$ cat src/rtl/mem_port_arbiter_if.sv
// Bundle of fetch, load/store and memory-macro signals seen by mem_port_arbiter.
// master = arbiter side, slave = core pipeline plus memory macro side.
interface mem_port_arbiter_if #(
    parameter int AW = 32,
    parameter int DW = 32
);
    // Handshake: a requester raises *_req with a stable payload and holds both
    // until its one-cycle *_ack; a req still high the cycle after ack is a new
    // transaction. mem_en is a one-cycle strobe; mem_rdata is valid MEM_LAT
    // cycles after it, with no back-pressure from the memory.
    logic            i_req;
    logic [AW-1:0]   i_addr;
    logic            i_ack;
    logic [DW-1:0]   i_rdata;

    logic            d_req;
    logic            d_we;
    logic [AW-1:0]   d_addr;
    logic [DW-1:0]   d_wdata;
    logic [DW/8-1:0] d_be;
    logic            d_ack;
    logic [DW-1:0]   d_rdata;

    logic            mem_en;
    logic            mem_we;
    logic [AW-1:0]   mem_addr;
    logic [DW-1:0]   mem_wdata;
    logic [DW/8-1:0] mem_be;
    logic [DW-1:0]   mem_rdata;

    logic            busy;
    logic [1:0]      dbg_state;

    modport master (
        input  i_req, i_addr, d_req, d_we, d_addr, d_wdata, d_be, mem_rdata,
        output i_ack, i_rdata, d_ack, d_rdata,
        output mem_en, mem_we, mem_addr, mem_wdata, mem_be, busy, dbg_state
    );

    modport slave (
        output i_req, i_addr, d_req, d_we, d_addr, d_wdata, d_be, mem_rdata,
        input  i_ack, i_rdata, d_ack, d_rdata,
        input  mem_en, mem_we, mem_addr, mem_wdata, mem_be, busy, dbg_state
    );
endinterface

$ cat src/rtl/mem_port_arbiter.sv
// Shares one fixed-latency single-port memory between instruction fetch and
// load/store, data first, with a starvation guard that eventually forces fetch.
module mem_port_arbiter #(
    parameter int AW         = 32,
    parameter int DW         = 32,
    parameter int MEM_LAT    = 1,
    parameter int STARVE_MAX = 4
) (
    input  logic                 clk,
    input  logic                 rst,
    mem_port_arbiter_if.master   bus
);
    typedef enum logic [1:0] {
        IDLE  = 2'd0,
        ISSUE = 2'd1,
        WAIT  = 2'd2,
        RESP  = 2'd3
    } state_t;

    localparam int SCW = $clog2(STARVE_MAX + 1);
    localparam int WCW = (MEM_LAT > 1) ? $clog2(MEM_LAT) : 1;
    localparam logic [SCW-1:0] STARVE_LIM = SCW'(STARVE_MAX);
    localparam logic [WCW-1:0] WAIT_INIT  = WCW'(MEM_LAT - 1);

    state_t          r_state;
    logic [SCW-1:0]  r_starve_cnt;
    logic [WCW-1:0]  r_wait_cnt;
    logic            r_grant_d;

    logic            r_i_ack;
    logic [DW-1:0]   r_i_rdata;
    logic            r_d_ack;
    logic [DW-1:0]   r_d_rdata;
    logic            r_mem_en;
    logic            r_mem_we;
    logic [AW-1:0]   r_mem_addr;
    logic [DW-1:0]   r_mem_wdata;
    logic [DW/8-1:0] r_mem_be;
    logic            r_busy;

    logic            w_pick_d;
    logic            w_pick_i;

    // Data wins unless fetch is also waiting and has been passed over STARVE_MAX times.
    assign w_pick_d = bus.d_req && (!bus.i_req || (r_starve_cnt < STARVE_LIM));
    assign w_pick_i = bus.i_req && !w_pick_d;

    always_ff @(posedge clk) begin
        if (rst) begin
            r_state      <= IDLE;
            r_starve_cnt <= '0;
            r_wait_cnt   <= '0;
            r_grant_d    <= 1'b0;
            r_i_ack      <= 1'b0;
            r_i_rdata    <= '0;
            r_d_ack      <= 1'b0;
            r_d_rdata    <= '0;
            r_mem_en     <= 1'b0;
            r_mem_we     <= 1'b0;
            r_mem_addr   <= '0;
            r_mem_wdata  <= '0;
            r_mem_be     <= '0;
            r_busy       <= 1'b0;
        end else begin
            r_i_ack     <= 1'b0;
            r_d_ack     <= 1'b0;
            r_mem_en    <= 1'b0;
            r_mem_we    <= 1'b0;
            r_mem_addr  <= '0;
            r_mem_wdata <= '0;
            r_mem_be    <= '0;

            case (r_state)
                IDLE: begin
                    if (!bus.i_req || w_pick_i) begin
                        r_starve_cnt <= '0;
                    end else if (w_pick_d && (r_starve_cnt != STARVE_LIM)) begin
                        r_starve_cnt <= r_starve_cnt + SCW'(1);
                    end

                    // The mem_* registers double as the payload latch for the ISSUE cycle.
                    if (w_pick_d) begin
                        r_grant_d   <= 1'b1;
                        r_mem_en    <= 1'b1;
                        r_mem_we    <= bus.d_we;
                        r_mem_addr  <= bus.d_addr;
                        r_mem_wdata <= bus.d_wdata;
                        r_mem_be    <= bus.d_be;
                        r_busy      <= 1'b1;
                        r_state     <= ISSUE;
                    end else if (w_pick_i) begin
                        r_grant_d   <= 1'b0;
                        r_mem_en    <= 1'b1;
                        r_mem_addr  <= bus.i_addr;
                        r_mem_be    <= '1;
                        r_busy      <= 1'b1;
                        r_state     <= ISSUE;
                    end
                end

                ISSUE: begin
                    r_wait_cnt <= WAIT_INIT;
                    r_state    <= WAIT;
                end

                WAIT: begin
                    if (r_wait_cnt == '0) begin
                        if (r_grant_d) begin
                            r_d_rdata <= bus.mem_rdata;
                            r_d_ack   <= 1'b1;
                        end else begin
                            r_i_rdata <= bus.mem_rdata;
                            r_i_ack   <= 1'b1;
                        end
                        r_state <= RESP;
                    end else begin
                        r_wait_cnt <= r_wait_cnt - WCW'(1);
                    end
                end

                RESP: begin
                    r_busy  <= 1'b0;
                    r_state <= IDLE;
                end

                default: begin
                    r_busy  <= 1'b0;
                    r_state <= IDLE;
                end
            endcase
        end
    end

    assign bus.i_ack     = r_i_ack;
    assign bus.i_rdata   = r_i_rdata;
    assign bus.d_ack     = r_d_ack;
    assign bus.d_rdata   = r_d_rdata;
    assign bus.mem_en    = r_mem_en;
    assign bus.mem_we    = r_mem_we;
    assign bus.mem_addr  = r_mem_addr;
    assign bus.mem_wdata = r_mem_wdata;
    assign bus.mem_be    = r_mem_be;
    assign bus.busy      = r_busy;
    assign bus.dbg_state = r_state;
endmodule

$ cat src/flat_wrapper.sv
// flat-port wrapper written by rule: the top's interface ports become plain ports
module mem_port_arbiter_flat 
#(
    parameter int AW         = 32,
    parameter int DW         = 32,
    parameter int MEM_LAT    = 1,
    parameter int STARVE_MAX = 4
)
  (clk, rst, bus_i_req, bus_i_addr, bus_d_req, bus_d_we, bus_d_addr, bus_d_wdata, bus_d_be, bus_mem_rdata, bus_i_ack, bus_i_rdata, bus_d_ack, bus_d_rdata, bus_mem_en, bus_mem_we, bus_mem_addr, bus_mem_wdata, bus_mem_be, bus_busy, bus_dbg_state);
  mem_port_arbiter_if #(.AW(AW), .DW(DW)) bus_i ();
  input  logic clk;
  input  logic rst;
  input wire logic [$bits(bus_i.i_req)-1:0] bus_i_req;
  input wire logic [$bits(bus_i.i_addr)-1:0] bus_i_addr;
  input wire logic [$bits(bus_i.d_req)-1:0] bus_d_req;
  input wire logic [$bits(bus_i.d_we)-1:0] bus_d_we;
  input wire logic [$bits(bus_i.d_addr)-1:0] bus_d_addr;
  input wire logic [$bits(bus_i.d_wdata)-1:0] bus_d_wdata;
  input wire logic [$bits(bus_i.d_be)-1:0] bus_d_be;
  input wire logic [$bits(bus_i.mem_rdata)-1:0] bus_mem_rdata;
  output wire logic [$bits(bus_i.i_ack)-1:0] bus_i_ack;
  output wire logic [$bits(bus_i.i_rdata)-1:0] bus_i_rdata;
  output wire logic [$bits(bus_i.d_ack)-1:0] bus_d_ack;
  output wire logic [$bits(bus_i.d_rdata)-1:0] bus_d_rdata;
  output wire logic [$bits(bus_i.mem_en)-1:0] bus_mem_en;
  output wire logic [$bits(bus_i.mem_we)-1:0] bus_mem_we;
  output wire logic [$bits(bus_i.mem_addr)-1:0] bus_mem_addr;
  output wire logic [$bits(bus_i.mem_wdata)-1:0] bus_mem_wdata;
  output wire logic [$bits(bus_i.mem_be)-1:0] bus_mem_be;
  output wire logic [$bits(bus_i.busy)-1:0] bus_busy;
  output wire logic [$bits(bus_i.dbg_state)-1:0] bus_dbg_state;
  assign bus_i.i_req = bus_i_req;
  assign bus_i.i_addr = bus_i_addr;
  assign bus_i.d_req = bus_d_req;
  assign bus_i.d_we = bus_d_we;
  assign bus_i.d_addr = bus_d_addr;
  assign bus_i.d_wdata = bus_d_wdata;
  assign bus_i.d_be = bus_d_be;
  assign bus_i.mem_rdata = bus_mem_rdata;
  assign bus_i_ack = bus_i.i_ack;
  assign bus_i_rdata = bus_i.i_rdata;
  assign bus_d_ack = bus_i.d_ack;
  assign bus_d_rdata = bus_i.d_rdata;
  assign bus_mem_en = bus_i.mem_en;
  assign bus_mem_we = bus_i.mem_we;
  assign bus_mem_addr = bus_i.mem_addr;
  assign bus_mem_wdata = bus_i.mem_wdata;
  assign bus_mem_be = bus_i.mem_be;
  assign bus_busy = bus_i.busy;
  assign bus_dbg_state = bus_i.dbg_state;
  mem_port_arbiter #(.AW(AW), .DW(DW), .MEM_LAT(MEM_LAT), .STARVE_MAX(STARVE_MAX)) u_core (.clk(clk), .rst(rst), .bus(bus_i));
endmodule
$ cat config.mk
export PLATFORM = sky130hd
export DESIGN_NAME = mem_port_arbiter_flat
export DESIGN_NICKNAME = d
export VERILOG_FILES = /design/src/rtl/mem_port_arbiter_if.sv /design/src/rtl/mem_port_arbiter.sv /design/src/flat_wrapper.sv
export SDC_FILE = /design/constraint.sdc
export NUM_CORES = 1
export LEC_CHECK = 0
export CORE_AREA = 2 2 99 149
export DETAILED_ROUTE_END_ITERATION = 16
export DIE_AREA = 0 0 101 151
export GPL_ROUTABILITY_DRIVEN = 0
export PLACE_DENSITY = 0.83
export SYNTH_ARGS = -nofsm -noshare
export SYNTH_HDL_FRONTEND = slang
export SYNTH_SLANG_ARGS = --single-unit
$ cat constraint.sdc
create_clock -name clk -period 1.4 [get_ports clk]
set_input_delay 0.14 -clock clk [delete_from_list [all_inputs] [get_ports clk]]
set_output_delay 0.14 -clock clk [all_outputs]
set_load 0.03 [all_outputs]
==> Yosys cells after proc, flatten, opt, wreduce, memory -nomap -nowiden <==
Cells that the tools add are included.
{ "op_classes": {"magnitude_cmp": 1, "mux": 21, "eq_ne": 6, "n_reduce_logical": 21, "add_sub_neg": 2, "bitwise_logic": 5} }
{ "ops": {"columns": ["op", "n"], "rows": [
  ["$mux 32", 2],
  ["$mux 1", 9],
  ["$mux 4", 2],
  ["$pmux 2 s4", 1],
  ["$reduce_and 2->1", 4],
  ["$reduce_bool 2->1", 4],
  ["$mux 2", 3],
  ["$mux 3", 2],
  ["$reduce_and 3->1", 2],
  ["$reduce_or 3->1", 2],
  ["$not 1->1", 5],
  ["$eq 2x2->1 const B", 2],
  ["$pmux 1 s2", 2],
  ["$add 3x1->3 const B", 1],
  ["$logic_and 1x1->1", 3],
  ["$lt 3x3->1 const B", 1],
  ["$ne 3x1->1 const B", 1],
  ["$ne 3x3->1 const B", 1],
  ["$eq 2x1->1 const B", 1],
  ["$logic_not 1->1", 2],
  ["$logic_not 2->1", 1],
  ["$logic_or 1x1->1", 2],
  ["$ne 2x2->1 const B", 1],
  ["$reduce_or 2->1", 1],
  ["$sub 1x1->1 const B", 1]
]} }
{ "word_totals": {"out_inout_bits": 139, "ff_bits": 144, "wordCells": 70, "in_bits": 137} }

==> Longest topological paths before layout <==
{ "depth": {"ltp_word": 8, "ltp_mapped": 7, "mapped_depth_nobuf": 5} }

==> Worst setup path before layout <==
No wires, ideal clock.
{ "synth_timing": {"kind": "flip-flop to flip-flop", "start": "register u_core.r_state[0], in the netlist u_core.bus.dbg_state[0]", "end": "register u_core.r_mem_addr[13], in the netlist u_core.bus.mem_addr[13]", "n_path_buf": 2, "required_time_ns": 1.283, "stages_incl_launch_ff": 8, "synth_period_minus_slack_ns": 1.660, "setup_ns": 0.117, "arrival_time_ns": 1.544, "slack_ns": -0.260, "cell_sequence": "dfxtp_1 -> inv_1 -> ha_1 -> nand2b_1 -> nor2_2 -> buf_6 -> buf_6 -> a22o_1"} }
{ "synth_between": {"elab_chain_cells": 3} }
{ "synth_lines": {"columns": ["element", "line", "source"], "rows": [
  ["start, declared", "mem_port_arbiter.sv:25", "state_t r_state;"],
  ["start signal, assigned", "mem_port_arbiter.sv:50", "r_state <= IDLE;"],
  ["start signal, assigned", "mem_port_arbiter.sv:90", "r_state <= ISSUE;"],
  ["start signal, assigned", "mem_port_arbiter.sv:97", "r_state <= ISSUE;"],
  ["$logic_not 2->1", "mem_port_arbiter.sv:73", "case (r_state)"],
  ["$not 1->1 (no source line)", null, null],
  ["$reduce_or 2->1 (no source line)", null, null],
  ["end signal, assigned", "mem_port_arbiter.sv:86", "r_mem_addr <= bus.d_addr;"],
  ["end signal, assigned", "mem_port_arbiter.sv:94", "r_mem_addr <= bus.i_addr;"],
  ["end, declared", "mem_port_arbiter.sv:36", "logic [AW-1:0] r_mem_addr;"]
]} }
No other way between the ends.
A chain may end at the register's enable or synchronous reset.

==> Worst setup path after layout <==
{ "layout_timing": {"start": "register u_core.r_state[0], in the netlist u_core.bus.dbg_state[0]", "end": "register u_core.r_state[1], in the netlist u_core.bus.dbg_state[1]"} }
{ "layout_between": {"elab_chain_cells": 3, "word_cells_on_any_way": 8, "cone_classes": "eq/ne (5); mux (1); reduce/logical (2)"} }
{ "layout_lines": {"columns": ["element", "line"], "rows": [
  ["$eq 2x2->1 / $logic_not 2->1 (equally long branches)", "mem_port_arbiter.sv:73"],
  ["$ne 2x2->1 (no source line) / $ne 3x1->1 (equally long branches)", null],
  ["$reduce_and 2->1 (no source line)", null]
]} }
Parallel ways exist; a longest one is shown, timed or not.

==> flow_summary.toml <==
[layout]
instances_no_fill = 939
drive_above_1_share = 0.09302
area_delta_synth_final_pct = 76.54
fill_cells = 1235
finalNetCount = 904
n_antenna_cell = 0

[die]
core_mm2 = 0.01393
fp.dieArea_mm2 = 0.01525
fp.dieW_um = 101
die_y_um = 151
initial_core_util = 0.3344
io_pins = 276
placementRows = 53

[clock_network]
path_clk_slew_ns = 0.06
cts_tree = "built"
cts_max_level = 4
cts_root_buf = "clkbuf_16"
hold_buffers = 0
cts_max_path_buffers = 2
clock-sinks = 143
clkLatencyLatePin_ns = 0.41
cts_buffers = 17

[yosys]
avgSynthCellArea_um2 = 9.642
synth_fp_nets = 626
ys_types = 25
synth_top_cell_area_share = 0.6147
ys_seq_elements = 143
yosysWarnings = 0
yosys-top-cells-area = "dfxtp_1 (61%), nand2_1 (11%), a21oi_1 (7.3%)"
synth_edf_count = 0
async_flop_share = 0
synthFlopType = "dfxtp_1"
syn_inst = 483
yosysSeqAreaShare = 0.6147
yosysTopAreaCell = "dfxtp_1"
syn_area_mm2 = 0.004657

[sta]
rsz0062_at_grt = "true"
hold_viol = 0
worst_slew_pin_slew_ns = 0.3739
period_share = 0.9765
relSlewSlack = 0.7517
maxSlewViolCount = 0
period_minus_slack_ns = 1.367
fin_skew_ns = 0.009744
max_freq_ghz = 0.7315
setup_viol = 0
hold_ws_ns = 0.2402

[power_and_ir_drop]
p_leak_nw = 3.716
vdd_drop_max_mv = 1.023
power_w = 0.01374
power_density_mw_per_mm2 = 1671

[global_route]
overflow = 0
grt_usage = 0.1819
grt_pass1_wl_mm = 21.41
grt_pass1_vias = 4229
antenna_found_initial = 0
grt_max_degree = 74

[routing]
drc = 0
drtPass1Iterations = 6
viasPerCell = 4.600
drt_iter0_drc = 147
drt-wirelength-per-cell_um = 15.86
drt_wl_total_mm = 14.89
ant_nets = 0
num_vias = 4319

[placed_design]
hpwl_mm = 10.87
dpl.cell_count = 903
io_buffer_count = 275

[worst_setup_path]
ff2ff_path_depth = 5
r2r_setup_slack_ns = 0.03
critPathArrivalTime_ns = 1.65
required_ns = 1.68
reg2reg_from = "u_core.bus.dbg_state[0]$_SDFFE_PP0P_"
startpoint_type = "register"
endpoint = "u_core.bus.dbg_state[1]$_SDFFE_PP0P_"
reg2reg_to = "u_core.bus.dbg_state[1]$_SDFFE_PP0P_"
startpoint = "u_core.bus.dbg_state[0]$_SDFFE_PP0P_"
end_kind = "register"
cp_max_fo = 7
worst-setup-path-type = "register to register"

[run_status]
status = "finished clean"

[job]
maxCapViolCount = 0

[worst_hold_path]
holdCritPathClass = "input port to register"
-- metal layers --
metal | share of wire | up-vias | global-route usage
li1 | - | 2144 | -
met1 | 0.38 | 1980 | 0.1995
met2 | 0.54 | 174 | 0.3227
met3 | 0.064 | 21 | 0.05538
met4 | 0.023 | 0 | 0.07568
met5 | 0 | - | 0
-- layout make-up --
cell class | count | area (um^2) | share of cell area
Clock buffer | 17 | 425.4 | 0.05174
Multi-Input combinational cell | 300 | 1650 | 0.2007
Inverter | 6 | 27.53 | 0.003348
Timing Repair Buffer | 293 | 2855 | 0.3473
Sequential cell | 143 | 2870 | 0.3491
Tap cell | 165 | 206.4 | 0.02511
Clock inverter | 15 | 186.4 | 0.02268
-- power by group --
part	switching (W)	internal [W]	leakage [nW]	total [W]
sequential	0.000223	0.00466	1.17	0.00488
combinational	0.00248	0.00172	2.26	0.00420
clock	0.00194	0.00272	0.295	0.00466
-- repair_timing --
item / 4_1_cts / 5_1_grt
buffers inserted: 0 / 1
resized for setup: 143 / 6
gates cloned: 0 / 3
hold endpoints to repair: 0 / 0
pin swaps: 0 / 1
setup endpoints to repair: 142 / 66
-- worst min-delay path by stage --
| stage | start | endpoint | slack (ns) | depth (start not counted) |
|---|---|---|---|---|
| after floorplan | bus_d_wdata[0] | u_core.bus.mem_wdata[0]$_SDFF_PP0_ | 0.26 | 1 |
| after global placement | u_core.bus.i_rdata[10]$_SDFFE_PP0P_ | u_core.bus.i_rdata[10]$_SDFFE_PP0P_ | 0.44 | 2 |
| after detailed placement | u_core.bus.d_rdata[5]$_SDFFE_PP0P_ | u_core.bus.d_rdata[5]$_SDFFE_PP0P_ | 0.45 | 2 |
| after CTS | rst | u_core.bus.dbg_state[1]$_SDFFE_PP0P_ | 0.24 | 3 |
| after global routing | rst | u_core.r_starve_cnt[0]$_SDFFE_PP0P_ | 0.26 | 3 |
| final | rst | u_core.r_starve_cnt[0]$_SDFFE_PP0P_ | 0.24 | 3 |
-- worst max-delay path, cell delays in order, from the launching register on --
cell,delay (ns)
dfxtp_4,0.35
inv_4,0.08
ha_4,0.17
or3b_4,0.43
mux2i_1,0.17
nor2_1,0.05
-- Yosys cell counts, drive strengths merged (2+ instances only) --
| cell type | instances |
|---|---|
| a21oi | 68 |
| a22o | 32 |
| and2 | 34 |
| buf | 24 |
| clkbuf | 10 |
| dfxtp | 143 |
| ha | 6 |
| inv | 6 |
| nand2 | 133 |
| nand2b | 2 |
| nand4 | 3 |
| nor2 | 9 |
| nor2b | 2 |
| o21a | 4 |
-- registers in the layout (all words and copies together), names as in the netlist --
register	count
u_core.bus.d_rdata	32
u_core.bus.d_ack	1
u_core.bus.mem_en	1
u_core.r_grant_d	1
u_core.bus.dbg_state	2
u_core.bus.mem_addr	32
u_core.bus.i_ack	1
u_core.r_starve_cnt	3
u_core.bus.mem_we	1
u_core.bus.mem_wdata	32
u_core.bus.mem_be	4
u_core.bus.busy	1
u_core.bus.i_rdata	32
-- metrics by stage --
step	setup WS (ns)	utilization	TNS [ns]	area, um^2
finish	0.03287	0.5904	0	8222
global route	-0.04115	0.5904	-0.5266	8222
CTS	0.01391	0.5827	0	8115
detailed placement	-0.1468	0.5502	-7.712	7662
global placement	-0.1071	0.5502	-5.967	7662
floorplan	0.01212	-	0	4696
-- cells by family after synthesis --
| family | after synthesis | synth area share |
|---|---|---|
| and+or+nand+nor | 185 | 0.1741 |
| DFF | 143 | 0.6147 |
| AOI/OAI and AO/OA | 108 | 0.1497 |
| buffers and inverters | 40 | 0.04326 |
| adders and majority gates | 6 | 0.01612 |
| muxes | 1 | 0.002149 |
-- layout by cell type (no fill, tap or decap), drive strengths merged --
cell type / instances
a21bo: 1
or3b: 1
clkinv: 1
clkdlybuf4s50: 135
nand4: 3
clkdlybuf4s15: 2
clkbuf: 20
nor2: 9
nand2: 133
buf: 18
ha: 6
mux2i: 1
o21a: 4
dlygate4sd2: 135
nand2b: 2
inv: 16
clkinvlp: 2
nor2b: 2
a21oi: 68
and2: 34
a22o: 32
nor3: 1
a211oi: 1
bufinv: 2
a311oi: 1
dfxtp: 143
a2bb2oi: 1
Note: power is estimated with default switching activity, not from simulation.
